==> src/rtl/ntt_ctrl_if.sv <==
// Control/handshake bundle between the NTT sequencer and its RAM/butterfly datapath.
// master drives the start request; slave (the sequencer) drives everything else.
interface ntt_ctrl_if;
  logic       i_start;
  logic       i_intt;
  logic       o_busy;
  logic       o_done;
  logic       o_rd_en;
  logic [7:0] o_rd_addr_a;
  logic [7:0] o_rd_addr_b;
  logic [6:0] o_zeta_idx;
  logic       o_bfu_intt;
  logic       o_wr_en;
  logic [7:0] o_wr_addr_a;
  logic [7:0] o_wr_addr_b;

  modport master (
    output i_start, i_intt,
    input  o_busy, o_done, o_rd_en, o_rd_addr_a, o_rd_addr_b, o_zeta_idx,
    input  o_bfu_intt, o_wr_en, o_wr_addr_a, o_wr_addr_b
  );

  modport slave (
    input  i_start, i_intt,
    output o_busy, o_done, o_rd_en, o_rd_addr_a, o_rd_addr_b, o_zeta_idx,
    output o_bfu_intt, o_wr_en, o_wr_addr_a, o_wr_addr_b
  );
endinterface

==> src/rtl/ntt_ctrl.sv <==
// 256-point NTT/INTT sequencer: 7 layers x 128 butterflies, writes trail reads by RD_LAT+BFU_LAT.
// No backpressure; each layer drains its write pipe before the next layer reads.
module ntt_ctrl #(
  parameter int RD_LAT  = 1,
  parameter int BFU_LAT = 4
) (
  input logic        i_clk,
  input logic        i_rst,
  ntt_ctrl_if.slave  bus
);
  localparam int P = RD_LAT + BFU_LAT;

  typedef enum logic [1:0] {IDLE, ISSUE, DRAIN, FIN} state_t;

  state_t     state;
  logic [2:0] layer;
  logic [6:0] cnt;
  logic       intt_q;
  logic       busy_q;
  logic       done_q;
  logic       rd_en;
  logic [7:0] rd_a;
  logic [7:0] rd_b;
  logic [6:0] zeta;

  logic [P:1] pv;
  logic [7:0] pa [1:P];
  logic [7:0] pb [1:P];

  // sh = log2(len); forward shrinks len per layer, inverse grows it
  logic [2:0] sh;
  logic [6:0] lenm;
  logic [6:0] blk;
  logic [6:0] cmod;
  logic [7:0] j;
  logic [7:0] len;
  logic [6:0] zf;
  logic [6:0] zi;
  logic       pipe_busy;

  always_comb begin
    sh   = intt_q ? (layer + 3'd1) : (3'd7 - layer);
    lenm = 7'h7f >> (3'd7 - sh);
    len  = {1'b0, lenm} + 8'd1;
    blk  = cnt >> sh;
    cmod = cnt & lenm;
    j    = ({1'b0, blk} << ({1'b0, sh} + 4'd1)) | {1'b0, cmod};
    zf   = (7'd1 << (3'd7 - sh)) + blk;
    zi   = (7'h7f >> (sh - 3'd1)) - blk;
  end

  // Only the entry about to reach the write stage may remain when the next layer starts reading
  always_comb begin
    pipe_busy = rd_en;
    for (int k = 1; k <= P - 2; k++) pipe_busy = pipe_busy | pv[k];
  end

  always_ff @(posedge i_clk or posedge i_rst) begin
    if (i_rst) begin
      state  <= IDLE;
      layer  <= 3'd0;
      cnt    <= 7'd0;
      intt_q <= 1'b0;
      busy_q <= 1'b0;
      done_q <= 1'b0;
      rd_en  <= 1'b0;
      rd_a   <= 8'd0;
      rd_b   <= 8'd0;
      zeta   <= 7'd0;
    end else begin
      done_q <= 1'b0;
      rd_en  <= 1'b0;
      case (state)
        IDLE: begin
          if (bus.i_start) begin
            state  <= ISSUE;
            busy_q <= 1'b1;
            intt_q <= bus.i_intt;
            layer  <= 3'd0;
            cnt    <= 7'd0;
          end
        end
        ISSUE: begin
          rd_en <= 1'b1;
          rd_a  <= j;
          rd_b  <= j + len;
          zeta  <= intt_q ? zi : zf;
          cnt   <= cnt + 7'd1;
          if (cnt == 7'd127) state <= DRAIN;
        end
        DRAIN: begin
          if (!pipe_busy) begin
            if (layer == 3'd6) begin
              state <= FIN;
            end else begin
              layer <= layer + 3'd1;
              state <= ISSUE;
            end
          end
        end
        FIN: begin
          state  <= IDLE;
          busy_q <= 1'b0;
          done_q <= 1'b1;
        end
        default: state <= IDLE;
      endcase
    end
  end

  always_ff @(posedge i_clk or posedge i_rst) begin
    if (i_rst) begin
      pv <= '0;
      for (int k = 1; k <= P; k++) begin
        pa[k] <= 8'd0;
        pb[k] <= 8'd0;
      end
    end else begin
      pv[1] <= rd_en;
      pa[1] <= rd_a;
      pb[1] <= rd_b;
      for (int k = 2; k <= P; k++) begin
        pv[k] <= pv[k-1];
        pa[k] <= pa[k-1];
        pb[k] <= pb[k-1];
      end
    end
  end

  assign bus.o_busy      = busy_q;
  assign bus.o_done      = done_q;
  assign bus.o_rd_en     = rd_en;
  assign bus.o_rd_addr_a = rd_a;
  assign bus.o_rd_addr_b = rd_b;
  assign bus.o_zeta_idx  = zeta;
  assign bus.o_bfu_intt  = intt_q;
  assign bus.o_wr_en     = pv[P];
  assign bus.o_wr_addr_a = pa[P];
  assign bus.o_wr_addr_b = pb[P];
endmodule

==> src/flat_wrapper.sv <==
// flat-port wrapper written by rule: the top's interface ports become plain ports
module ntt_ctrl_flat 
#(
  parameter int RD_LAT  = 1,
  parameter int BFU_LAT = 4
)
  (i_clk, i_rst, bus_i_start, bus_i_intt, bus_o_busy, bus_o_done, bus_o_rd_en, bus_o_rd_addr_a, bus_o_rd_addr_b, bus_o_zeta_idx, bus_o_bfu_intt, bus_o_wr_en, bus_o_wr_addr_a, bus_o_wr_addr_b);
  ntt_ctrl_if bus_i ();
  input logic i_clk;
  input logic i_rst;
  input wire logic [$bits(bus_i.i_start)-1:0] bus_i_start;
  input wire logic [$bits(bus_i.i_intt)-1:0] bus_i_intt;
  output wire logic [$bits(bus_i.o_busy)-1:0] bus_o_busy;
  output wire logic [$bits(bus_i.o_done)-1:0] bus_o_done;
  output wire logic [$bits(bus_i.o_rd_en)-1:0] bus_o_rd_en;
  output wire logic [$bits(bus_i.o_rd_addr_a)-1:0] bus_o_rd_addr_a;
  output wire logic [$bits(bus_i.o_rd_addr_b)-1:0] bus_o_rd_addr_b;
  output wire logic [$bits(bus_i.o_zeta_idx)-1:0] bus_o_zeta_idx;
  output wire logic [$bits(bus_i.o_bfu_intt)-1:0] bus_o_bfu_intt;
  output wire logic [$bits(bus_i.o_wr_en)-1:0] bus_o_wr_en;
  output wire logic [$bits(bus_i.o_wr_addr_a)-1:0] bus_o_wr_addr_a;
  output wire logic [$bits(bus_i.o_wr_addr_b)-1:0] bus_o_wr_addr_b;
  assign bus_i.i_start = bus_i_start;
  assign bus_i.i_intt = bus_i_intt;
  assign bus_o_busy = bus_i.o_busy;
  assign bus_o_done = bus_i.o_done;
  assign bus_o_rd_en = bus_i.o_rd_en;
  assign bus_o_rd_addr_a = bus_i.o_rd_addr_a;
  assign bus_o_rd_addr_b = bus_i.o_rd_addr_b;
  assign bus_o_zeta_idx = bus_i.o_zeta_idx;
  assign bus_o_bfu_intt = bus_i.o_bfu_intt;
  assign bus_o_wr_en = bus_i.o_wr_en;
  assign bus_o_wr_addr_a = bus_i.o_wr_addr_a;
  assign bus_o_wr_addr_b = bus_i.o_wr_addr_b;
  ntt_ctrl #(.RD_LAT(RD_LAT), .BFU_LAT(BFU_LAT)) u_core (.i_clk(i_clk), .i_rst(i_rst), .bus(bus_i));
endmodule
==> config.mk <==
export PLATFORM = sky130hd
export DESIGN_NAME = ntt_ctrl_flat
export DESIGN_NICKNAME = d
export VERILOG_FILES = /design/src/rtl/ntt_ctrl_if.sv /design/src/rtl/ntt_ctrl.sv /design/src/flat_wrapper.sv
export SDC_FILE = /design/constraint.sdc
export NUM_CORES = 1
export LEC_CHECK = 0
export CAP_MARGIN = 20
export CORE_MARGIN = 2
export CORE_UTILIZATION = 62
export DETAILED_ROUTE_END_ITERATION = 8
export PLACE_DENSITY = 0.81
export SLEW_MARGIN = 20
export SYNTH_ARGS = -nofsm -noshare
export SYNTH_HDL_FRONTEND = slang
export SYNTH_SLANG_ARGS = --single-unit
==> constraint.sdc <==
create_clock -name i_clk -period 6.6 [get_ports i_clk]
set_input_delay 1.32 -clock i_clk [delete_from_list [all_inputs] [get_ports i_clk]]
set_output_delay 1.32 -clock i_clk [all_outputs]
set_load 0.02 [all_outputs]
==> key figures, run 1 <==
STA
  – Final Slew Violations: 0
  – Final setup viols: 0
  – Period utilisation layout: 82.0%
  – Worst-Margin Slew: 0.966 ns
  – Max frequency: 185 MHz
  – Setup tns final: 0 ns
  – Rel. slew slack: 35.6%
  – RSZ-0062 raised after global routing: false
  – Clock Skews: 0.0106 ns
  – Min Tclk post-route: 5.41 ns
  – Final Hold Viols: 0
  – Final worst setup slack: 1.19 ns

Die
  – Starting density of the core: 63.5%
  – Core area: 8680 µm²
  – Io pins: 48
  – Die Ht: 98.3 µm
  – Die W: 98.3 µm
  – Die ar.: 9650 µm²
  – Row count: 34

Yosys
  – Cell Area, Synth: 5510 µm²
  – Synth area leaders: dfrtp_1 56%, ha_1 6.6%, o21ai_0 3.6%
  – Top-area cell type share of the netlist area: 56.3%
  – Synth Instances: 476
  – Register area share after synthesis: 56.3%
  – Post-synth ARST share: 100%
  – Yosys warnings: 0
  – Synthesized Nets: 512
  – Ys flop type: dfrtp_1
  – Yosys top cell by area: dfrtp_1
  – Mapped Avg Cell Area: 11.6 µm²
  – Post-synth EDFFs: 0
  – Count of different cell masters after synthesis: 64
  – Synthesized flop and latch total: 124

Power and ir drop
  – Pwr Density: 294 nW/µm²
  – Combinational power share: 8.4%
  – Leakage power: 2.94 nW
  – Sequential share of power: 44.1%
  – Internal: 0.00141 W
  – Switching share of total power: 26.4%
  – Worst vdd ir: 0.000142 V
  – Switching Power: 0.000505 W
  – Clock power share: 47.4%

Layout
  – Commonest non-fill, non-tap cell in the layout: dfrtp_1
  – Layout area overhead: 18.0%
  – Ant diodes: 0
  – Fin nets: 544
  – Share of cells above drive strength 1: 12.7%
  – Fillers: 596
  – Commonest cells after routing, fill and taps aside: 124 x dfrtp_1, 47 x clkdlybuf4s50_1, 42 x nand2_1

Clock tree
  – Longest Clk Path Bufs: 2
  – Hold-fix buffers, CTS: 0
  – Postcts setup bufs: 0
  – Worst-path clk slew: 0.07 ns
  – TritonCTS clock tree: done
  – H-Tree Level Count: 4
  – Clock Latency Late Sink: 0.51 ns
  – Sink Count: 124
  – Post-CTS sizing: 0
  – Clk root buf: clkbuf_8
  – TritonCTS Buffers: 17

Worst setup path
  – CP max-delay cell: dfrtp_1
  – WP buf/inv: 3
  – CP Capture Type: flop
  – Worst Reg-to-Reg Cells: 18
  – Top Family by Delay on Critical Path: adder cells
  – Crit-path max FO: 30
  – Worst Path Required: 6.98 ns
  – WP depth: 18
  – WS Path Type: reg2reg
  – Critical path cell sequence: inv_1, ha_1, mux2_4, nor2_1, inv_1, ha_1, nor2_1, o21a_1, a22oi_1, inv_1, ha_1, nor2b_1, o21ai_0, a21oi_1, o21ai_0, a21oi_1, xnor2_1, o21ai_1
  – Startpoint types: flop
  – Slowest stage delay, CP: 0.98 ns
  – WP data arrival: 5.80 ns

GRT
  – GRT Util Overall: 26.2%
  – First-pass GRT wire length: 19700 µm
  – GR Overflow Total: 0
  – Initial antenna violation count: 0
  – Largest net degree at the start of global routing: 64
  – Vias in the first global route: 3852

Placement
  – Final GP Congestion: 0.885
  – Placement Setup Slack: 1.44 ns
  – Final HPWL DP: 7420 µm
  – Port bufs: 47

Run status
  – Outcome: finished, final reports clean

Hold path
  – Hold crit path type: reg2reg
  – Hold path depth: 0

Route
  – Vias: 3604
  – Drt pass-1 iters: 4
  – Wire per inst: 18.4 µm
  – DR iter-0 viols: 153
  – Vias/cell: 5.73
  – Detail Route Antenna Nets: 0
  – DRC viols: 0
  – Detailed Route WL: 11600 µm

Run
  – Max Cap Violations: 0
cells in the mapped netlist, types with 8 or more instances:
| cell | n |
|---|---|
| dfrtp_1 | 124 |
| nand2_1 | 42 |
| o21ai_0 | 40 |
| ha_1 | 29 |
| a21oi_1 | 24 |
| inv_1 | 24 |
| nor2_1 | 22 |
| buf_4 | 16 |
| mux2_2 | 12 |
| clkbuf_1 | 11 |
| nor3_1 | 8 |
| xor2_1 | 8 |
registers in the layout, summed over array words and instances (netlist names):
signal,count
u_core.bus.o_zeta_idx,7
u_core.bus.o_busy,1
u_core.pa,32
u_core.layer,3
u_core.pv,5
u_core.bus.o_rd_addr_b,8
u_core.pb,32
u_core.bus.o_done,1
u_core.bus.o_wr_addr_a,8
u_core.bus.o_bfu_intt,1
u_core.cnt,7
u_core.bus.o_rd_addr_a,8
u_core.bus.o_wr_addr_b,8
u_core.state,2
u_core.bus.o_rd_en,1
logic make-up (layout without fill, tap and decap cells):
logic type | after synthesis | in the layout | synth area share, %
AND/OR/NAND/NOR | 116 | 116 | 10.4
AO/OA/AOI/OAI | 101 | 101 | 11.4
XOR/XNOR | 15 | 15 | 2.73
flip-flops | 124 | 124 | 56.3
multiplexers | 24 | 24 | 5.63
buffers and inverters | 64 | 109 | 5.84
adder cells (fa/ha/maj) | 32 | 32 | 7.68
final cells by class:
cell class	instances	area [µm²]	area share, %
clock inverter	15	169	2.60
inverter	28	108	1.66
tap	108	135	2.08
sequential	124	3100	47.8
clock buffer	17	414	6.37
multi-input combinational	288	2080	32.1
timing repair buffer	49	485	7.47
final timing paths:
path / start / slack (ns) / to
worst max-delay path: u_core.layer[0] / 1.19 / u_core.bus.o_rd_addr_b[7]
worst min-delay path: u_core.pb[39] / 0.34 / u_core.pb[31]
worst max register to register: u_core.layer[0] / 1.19 / u_core.bus.o_rd_addr_b[7]
worst min register to register: u_core.pb[39] / 0.34 / u_core.pb[31]
max in group asynchronous: i_rst / 4.03 / u_core.pa[29]
min in group asynchronous: i_rst / 1.30 / u_core.pb[18]
through the flow:
step,power [W],std cells,instance area [µm²],util (%),hold slack [ns]
floorplan,0.000956,476,5510,-,0.331
global placement,0.00101,597,5910,68.2,0.331
detailed placement,0.00102,597,5910,68.2,0.335
CTS,0.00193,629,6500,74.9,0.343
global route,0.00199,629,6500,74.9,0.346
finish,0.00191,629,6500,74.9,0.342
power by group through the flow:
stage | sequential, W | clock [W] | combinational, W
after CTS | 0.000845 | 0.000919 | 0.000163
after floorplan | 0.000864 | 0 | 0.0000917
after global placement | 0.000852 | 0 | 0.000156
final | 0.000844 | 0.000907 | 0.000162
after detailed placement | 0.000856 | 0 | 0.000160
after global routing | 0.000850 | 0.000959 | 0.000177
metal layers:
metal,share of wire (%),vias to the layer above,track usage [%]
met5,0,-,0
met4,2.2,0,10.2
met3,5.2,25,6.80
met2,50,115,42.9
met1,43,1775,33.9
li1,-,1689,-
Note: power is estimated with default switching activity, not from simulation.
==> run 2, diff against run 1 <==
--- a/config.mk
+++ b/config.mk
@@ -7,9 +7,9 @@
 export LEC_CHECK = 0
 export CAP_MARGIN = 20
 export CORE_MARGIN = 2
-export CORE_UTILIZATION = 62
+export CORE_UTILIZATION = 57
 export DETAILED_ROUTE_END_ITERATION = 8
-export PLACE_DENSITY = 0.81
+export PLACE_DENSITY = 0.75
 export SLEW_MARGIN = 20
 export SYNTH_ARGS = -nofsm -noshare
 export SYNTH_HDL_FRONTEND = slang
==> constraint.sdc (replaced) <==
create_clock -name i_clk -period 5 [get_ports i_clk]
set_input_delay 1 -clock i_clk [delete_from_list [all_inputs] [get_ports i_clk]]
set_output_delay 1 -clock i_clk [all_outputs]
set_load 0.02 [all_outputs]
==> run 2 against run 1 <==
  * Power rose by 33%
  * Clock-buffer cell count did not move
  * Cell count rose by 4.1%
  * Clock power rose by 33%
  * Global-route usage fell by 1.6 points
  * Combinational power rose by 33%
  * Largest cell class unchanged
  * Highest routed layer unchanged
  * Largest power group unchanged
  * Die area rose by 8.4%
  * Via count fell by 0.17%
  * Critical path depth rose by 1
  * Worst hold slack barely moved
  * Sequential share of layout area fell by 0.49 points
  * Non-clock buffer count rose by 5
==> key figures, run 2 (synthesized netlist as in run 1, its figures left out) <==
STA
  – Worst-Margin Slew: 0.695 ns (was 0.966 ns)
  – Period utilisation layout: 88.3% (was 82.0%)
  – Rel. slew slack: 53.3% (was 35.6%)
  – RSZ-0062 raised after global routing: false (unchanged)
  – Final setup viols: 0 (unchanged)
  – Final Slew Violations: 0 (unchanged)
  – Hold Slack: 0.342 ns (about the same)
  – Setup tns final: 0 ns (unchanged)
  – Final Hold Viols: 0 (unchanged)
  – Max frequency: 226 MHz (was 185 MHz)
  – Clock Skews: 0.00915 ns (was 0.0106 ns)
  – Min Tclk post-route: 4.42 ns (was 5.41 ns)

Layout
  – Fillers: 697 (was 596)
  – Share of cells above drive strength 1: 13.5% (was 12.7%)
  – Ant diodes: 0 (unchanged)
  – Layout area overhead: 19.2% (was 18.0%)
  – Register area: 3100 µm² (unchanged)
  – Commonest non-fill, non-tap cell in the layout: dfrtp_1 (unchanged)
  – Multi-input gate area: 2080 µm² (unchanged)
  – Commonest cells after routing, fill and taps aside: 124 x dfrtp_1, 47 x clkdlybuf4s50_1, 42 x nand2_1 (unchanged)
  – Top flop regs: u_core.pa (32), u_core.pb (32) (unchanged)
  – Fin nets: 549 (was 544)

Worst setup path
  – WS Path Type: reg2reg (unchanged)
  – Worst R2R Start: u_core.layer[0] (unchanged)
  – Reg-to-reg slack, setup: 0.58 ns (was 1.19 ns)
  – R2R Path End: u_core.bus.o_rd_addr_b[5] (was u_core.bus.o_rd_addr_b[7])
  – Crit-path max FO: 29 (was 30)
  – Startpoint types: flop (unchanged)
  – Worst Path Required: 5.37 ns (was 6.98 ns)
  – CP Capture Type: flop (unchanged)
  – WP data arrival: 4.79 ns (was 5.80 ns)
  – Worst Reg-to-Reg Cells: 19 (was 18)

GRT
  – Initial antenna violation count: 0 (unchanged)
  – GRT Util Overall: 24.6% (was 26.2%)
  – Vias in the first global route: 3660 (was 3852)
  – Largest net degree at the start of global routing: 61 (was 64)
  – First-pass GRT wire length: 19300 µm (was 19700 µm)
  – GR Overflow Total: 0 (unchanged)

Clock tree
  – Post-CTS sizing: 0 (unchanged)
  – Sink Count: 124 (unchanged)
  – H-Tree Level Count: 4 (unchanged)
  – Clock Latency Late Sink: 0.51 ns (about the same)
  – TritonCTS clock tree: done (unchanged)
  – Clk root buf: clkbuf_8 (unchanged)
  – TritonCTS Buffers: 17 (unchanged)
  – Longest Clk Path Bufs: 2 (unchanged)
  – Hold-fix buffers, CTS: 0 (unchanged)
  – Worst-path clk slew: 0.06 ns (was 0.07 ns)
  – Postcts setup bufs: 0 (unchanged)

Die
  – Die W: 102 µm (was 98.3 µm)
  – Row count: 35 (was 34)
  – Die Ht: 102 µm (was 98.3 µm)
  – Starting density of the core: 59.0% (was 63.5%)
  – Core area: 9330 µm² (was 8680 µm²)
  – Die ar.: 10500 µm² (was 9650 µm²)
  – Io pins: 48 (unchanged)

Placement
  – Final HPWL DP: 7490 µm (was 7420 µm)
  – Final GP Congestion: 0.870 (was 0.885)
  – Port bufs: 47 (unchanged)

Power and ir drop
  – Worst vdd ir: 0.000214 V (was 0.000142 V)
  – Leakage power: 2.97 nW (was 2.94 nW)
  – Pwr Density: 386 nW/µm² (was 294 nW/µm²)

Route
  – Detailed Route WL: 11600 µm (about the same)
  – DRC viols: 0 (unchanged)
  – Vias/cell: 5.49 (was 5.73)
  – Detail Route Antenna Nets: 0 (unchanged)
  – Drt pass-1 iters: 4 (unchanged)
  – Wire per inst: 17.7 µm (was 18.4 µm)
  – Vias: 3598 (was 3604)
  – DR iter-0 viols: 138 (was 153)

Hold path
  – Hold_sp: u_core.pa[34] (was u_core.pb[39])
  – Hold crit path type: reg2reg (unchanged)
  – Hold EP: u_core.pa[26] (was u_core.pb[31])
  – Hold path depth: 0 (unchanged)

Run status
  – Outcome: finished, final reports clean (unchanged)

Run
  – Max Cap Violations: 0 (unchanged)
[run 2: power breakdown]
group / total, W / internal [W] / switching (W)
sequential: 0.00111 / 0.00108 / 0.0000314
clock: 0.00121 / 0.000687 / 0.000526
combinational: 0.000215 / 0.0000940 / 0.000121
[run 2: worst max path at each step]
| stage | to | from | depth (start not counted) |
|---|---|---|---|
| finish | u_core.bus.o_rd_addr_b[5] | u_core.layer[0] | 19 |
| detailed placement | u_core.bus.o_rd_addr_b[7] | u_core.layer[0] | 19 |
| global route | u_core.bus.o_rd_addr_b[5] | u_core.layer[0] | 19 |
| global placement | u_core.bus.o_rd_addr_b[6] | u_core.layer[0] | 16 |
| CTS | u_core.bus.o_rd_addr_b[5] | u_core.layer[0] | 19 |
| floorplan | u_core.bus.o_rd_addr_b[7] | u_core.layer[0] | 22 |
[run 2: layout make-up]
type / instances / share of cell area [%]
Clock buffer: 17 / 6.31
Tap cell: 129 / 2.46
Clock inverter: 15 / 2.63
Sequential cell: 124 / 47.3
Inverter: 28 / 1.64
Timing Repair Buffer: 54 / 7.97
Multi-Input combinational cell: 288 / 31.7
[run 2: metal layers]
metal	global-route usage, %	part of all wire, %	up-vias
met2	41.2	50	101
met3	4.79	4.0	16
met4	7.49	1.5	0
met5	0	0	-
li1	-	-	1697
met1	32.8	44	1784
[run 2: metrics by stage]
stage | total power (W) | instances | utilization (%) | cell area (µm²) | setup WS [ns]
2_1_floorplan | 0.00126 | 476 | - | 5510 | 0.671
3_3_place_gp | 0.00134 | 623 | 64.1 | 5980 | 0.989
3_5_place_dp | 0.00134 | 623 | 64.1 | 5980 | 0.772
4_1_cts | 0.00256 | 655 | 70.4 | 6570 | 0.634
5_1_grt | 0.00263 | 655 | 70.4 | 6570 | 0.173
6_report | 0.00254 | 655 | 70.4 | 6570 | 0.583
[run 2: worst max-delay path, stage by stage, from the launching register on]
cell and delay, ns:
dfrtp_1 0.38, buf_4 0.24, ha_1 0.31, nand2b_2 0.24
xnor2_4 0.36, inv_2 0.23, a21oi_1 0.21, or2_1 0.26
inv_2 0.08, a21oi_1 0.26, a22oi_1 0.21, inv_1 0.14
ha_1 0.24, nor2b_1 0.13, o21ai_0 0.22, a21oi_1 0.14
o21ai_0 0.26, nand2b_1 0.11, xnor2_1 0.17, o21ai_0 0.10
==> run 3, diff against run 2 <==
--- a/config.mk
+++ b/config.mk
@@ -7,9 +7,9 @@
 export LEC_CHECK = 0
 export CAP_MARGIN = 20
 export CORE_MARGIN = 2
-export CORE_UTILIZATION = 57
+export CORE_UTILIZATION = 50
 export DETAILED_ROUTE_END_ITERATION = 8
-export PLACE_DENSITY = 0.75
+export PLACE_DENSITY = 0.67
 export SLEW_MARGIN = 20
 export SYNTH_ARGS = -nofsm -noshare
 export SYNTH_HDL_FRONTEND = slang
==> run 3 against run 2 <==
  * Worst hold slack worse by 0.0040 ns
  * Via count down 3.3%
  * Largest power group unchanged
  * Clock-buffer cell count up 2
  * Non-clock buffer count down 1
==> key figures, run 3 (synthesized netlist as in run 1, its figures left out) <==
Worst setup path
  – WP data arrival: 4.67 ns (was 4.79 ns)
  – Worst Reg-to-Reg Cells: 19 (unchanged)
  – R2R Path End: u_core.bus.o_rd_addr_b[7] (was u_core.bus.o_rd_addr_b[5])
  – WS Path Type: reg2reg (unchanged)
  – Reg-to-reg slack, setup: 0.72 ns (was 0.58 ns)
  – CP max-delay cell: dfrtp_1 (unchanged)
  – Most used cell, CP: a21oi_1
  – Worst R2R Start: u_core.layer[0] (unchanged)
  – Worst Path Required: 5.39 ns (was 5.37 ns)
  – Crit-path max FO: 29 (unchanged)
  – Slowest stage delay, CP: 0.37 ns (was 0.38 ns)
  – CP Capture Type: flop (unchanged)
  – Critical path cell sequence: buf_4, ha_1, nand2b_2, xnor2_4, inv_2, a21oi_1, or2_1, inv_2, a21oi_1, a22oi_1, inv_1, ha_1, nor2b_1, o21ai_0, a21oi_1, o21ai_0, a21oi_1, xnor2_1, o21ai_1 (was buf_4, ha_1, nand2b_2, xnor2_4, inv_2, a21oi_1, or2_1, inv_2, a21oi_1, a22oi_1, inv_1, ha_1, nor2b_1, o21ai_0, a21oi_1, o21ai_0, nand2b_1, xnor2_1, o21ai_0)
  – Startpoint types: flop (unchanged)

Power and ir drop
  – Switching share of total power: 23.6% (was 26.7%)
  – Pwr Density: 378 nW/µm² (was 386 nW/µm²)
  – Switching Power: 0.000587 W (was 0.000678 W)
  – Internal: 0.00190 W (was 0.00186 W)
  – Combinational power share: 8.6% (was 8.5%)
  – Sequential share of power: 44.6% (was 43.7%)
  – Clock power share: 46.8% (was 47.8%)
  – Worst vdd ir: 0.000285 V (was 0.000214 V)
  – Leakage power: 2.97 nW (about the same)

Die
  – Io pins: 48 (unchanged)
  – Die Ht: 109 µm (was 102 µm)
  – Die W: 109 µm (was 102 µm)
  – Starting density of the core: 51.0% (was 59.0%)
  – Row count: 38 (was 35)
  – Core area: 10800 µm² (was 9330 µm²)
  – Die ar.: 11900 µm² (was 10500 µm²)

Route
  – Vias/cell: 5.23 (was 5.49)
  – DRC viols: 0 (unchanged)
  – Detail Route Antenna Nets: 0 (unchanged)
  – Vias: 3478 (was 3598)
  – Detailed Route WL: 10900 µm (was 11600 µm)
  – Drt pass-1 iters: 4 (unchanged)
  – DR iter-0 viols: 224 (was 138)
  – Wire per inst: 16.4 µm (was 17.7 µm)

Layout
  – Top flop regs: u_core.pa (32), u_core.pb (32) (unchanged)
  – Commonest cells after routing, fill and taps aside: 124 x dfrtp_1, 47 x clkdlybuf4s50_1, 42 x nand2_1 (unchanged)
  – Fin nets: 548 (was 549)
  – Share of cells above drive strength 1: 13.1% (was 13.5%)
  – Ant diodes: 0 (unchanged)
  – Commonest non-fill, non-tap cell in the layout: dfrtp_1 (unchanged)
  – Layout area overhead: 19.3% (was 19.2%)

Run status
  – Outcome: finished, final reports clean (unchanged)

Clock tree
  – TritonCTS Buffers: 17 (unchanged)
  – Worst-path clk slew: 0.06 ns (about the same)
  – Sink Count: 124 (unchanged)
  – H-Tree Level Count: 4 (unchanged)
  – Hold-fix buffers, CTS: 0 (unchanged)
  – Post-CTS sizing: 0 (unchanged)
  – Longest Clk Path Bufs: 2 (unchanged)
  – Postcts setup bufs: 0 (unchanged)
  – Clk root buf: clkbuf_8 (unchanged)
  – TritonCTS clock tree: done (unchanged)
  – Clock Latency Late Sink: 0.52 ns (was 0.51 ns)

GRT
  – Met2 Use GR: 33.9% (was 41.2%)
  – Initial antenna violation count: 0 (unchanged)
  – Global routing usage on met1: 26.7% (was 32.8%)
  – GRT Util Overall: 21.0% (was 24.6%)
  – GR Overflow Total: 0 (unchanged)
  – Met3 Usage GRT: 6.22% (was 4.79%)
  – First-pass GRT wire length: 18400 µm (was 19300 µm)
  – Vias in the first global route: 3647 (was 3660)
  – Largest net degree at the start of global routing: 67 (was 61)
  – Top Usage Layer GRT: met2 (unchanged)

STA
  – Final Hold Viols: 0 (unchanged)
  – RSZ-0062 raised after global routing: false (unchanged)
  – Worst-Margin Slew: 0.789 ns (was 0.695 ns)
  – Min Tclk post-route: 4.28 ns (was 4.42 ns)
  – Final setup viols: 0 (unchanged)
  – Max frequency: 234 MHz (was 226 MHz)
  – Setup tns final: 0 ns (unchanged)
  – Final Slew Violations: 0 (unchanged)
  – Clock Skews: 0.00627 ns (was 0.00915 ns)
  – Rel. slew slack: 47.4% (was 53.3%)
  – Period utilisation layout: 85.6% (was 88.3%)
  – Hold Slack: 0.339 ns (was 0.342 ns)

Placement
  – Port bufs: 47 (unchanged)
  – Final HPWL DP: 7580 µm (was 7490 µm)
  – Final GP Congestion: 0.903 (was 0.870)

Hold path
  – Hold_sp: u_core.pb[29] (was u_core.pa[34])
  – Hold EP: u_core.pb[21] (was u_core.pa[26])
  – Hold crit path type: reg2reg (unchanged)
  – Hold path depth: 0 (unchanged)

Run
  – Max Cap Violations: 0 (unchanged)
-- run 3: cell count changes in the layout (fill, tap and decap cells not counted), sizes merged --
cell | previous run | this run
buf | 7 | 6
inv | 34 | 27
clkbuf | 17 | 19
clkinv | 6 | 10
bufinv | 1 | 2
-- run 3: worst max path at each step --
| stage | startpoint | end | depth (start not counted) |
|---|---|---|---|
| 6_report | u_core.layer[0] | u_core.bus.o_rd_addr_b[7] | 19 |
| 5_1_grt | u_core.layer[0] | u_core.bus.o_rd_addr_b[7] | 19 |
| 4_1_cts | u_core.layer[0] | u_core.bus.o_rd_addr_b[7] | 19 |
| 3_5_place_dp | u_core.layer[0] | u_core.bus.o_rd_addr_b[7] | 19 |
| 3_3_place_gp | u_core.layer[0] | u_core.bus.o_rd_addr_b[7] | 19 |
| 2_1_floorplan | u_core.layer[0] | u_core.bus.o_rd_addr_b[7] | 22 |
-- run 3: routing by layer --
| layer | share of wire (%) | wire length [µm] |
|---|---|---|
| met5 | 0 | 0 |
| met4 | 1.3 | 145 |
| met3 | 3.6 | 398 |
| met2 | 49 | 5400 |
| met1 | 46 | 4980 |
-- run 3: final cells by class --
class | instances | area (µm²)
inverter | 28 | 108
clock buffer | 19 | 432
clock inverter | 13 | 143
fill | 882 | 4220
tap | 140 | 175
timing repair buffer | 53 | 528
sequential | 124 | 3100
multi-input combinational | 288 | 2080
-- run 3: power by group through the flow --
| stage | registers [W] | clock network, W | logic, W |
|---|---|---|---|
| 2_1_floorplan | 0.00114 | 0 | 0.000121 |
| 3_3_place_gp | 0.00112 | 0 | 0.000214 |
| 3_5_place_dp | 0.00113 | 0 | 0.000215 |
| 4_1_cts | 0.00111 | 0.00119 | 0.000216 |
| 5_1_grt | 0.00112 | 0.00124 | 0.000236 |
| 6_report | 0.00111 | 0.00116 | 0.000213 |
-- run 3: worst max-delay path, delay by kind of cell (launching register included) --
kind	cells	cell delay, ns
xor+xnor	2	0.52
buf+inv	4	0.66
flops	1	0.37
simple gates	3	0.62
compound gates	8	1.43
fa+ha+maj	2	0.52
-- run 3: through the flow --
stage	area (µm²)	setup slack [ns]	utilization, %	instances	total power [W]
2_1_floorplan	5510	0.671	-	476	0.00126
3_3_place_gp	6000	0.938	55.6	633	0.00134
3_5_place_dp	6000	0.781	55.6	633	0.00134
4_1_cts	6570	0.783	60.9	665	0.00252
5_1_grt	6570	0.240	60.9	665	0.00259
6_report	6570	0.721	60.9	665	0.00248
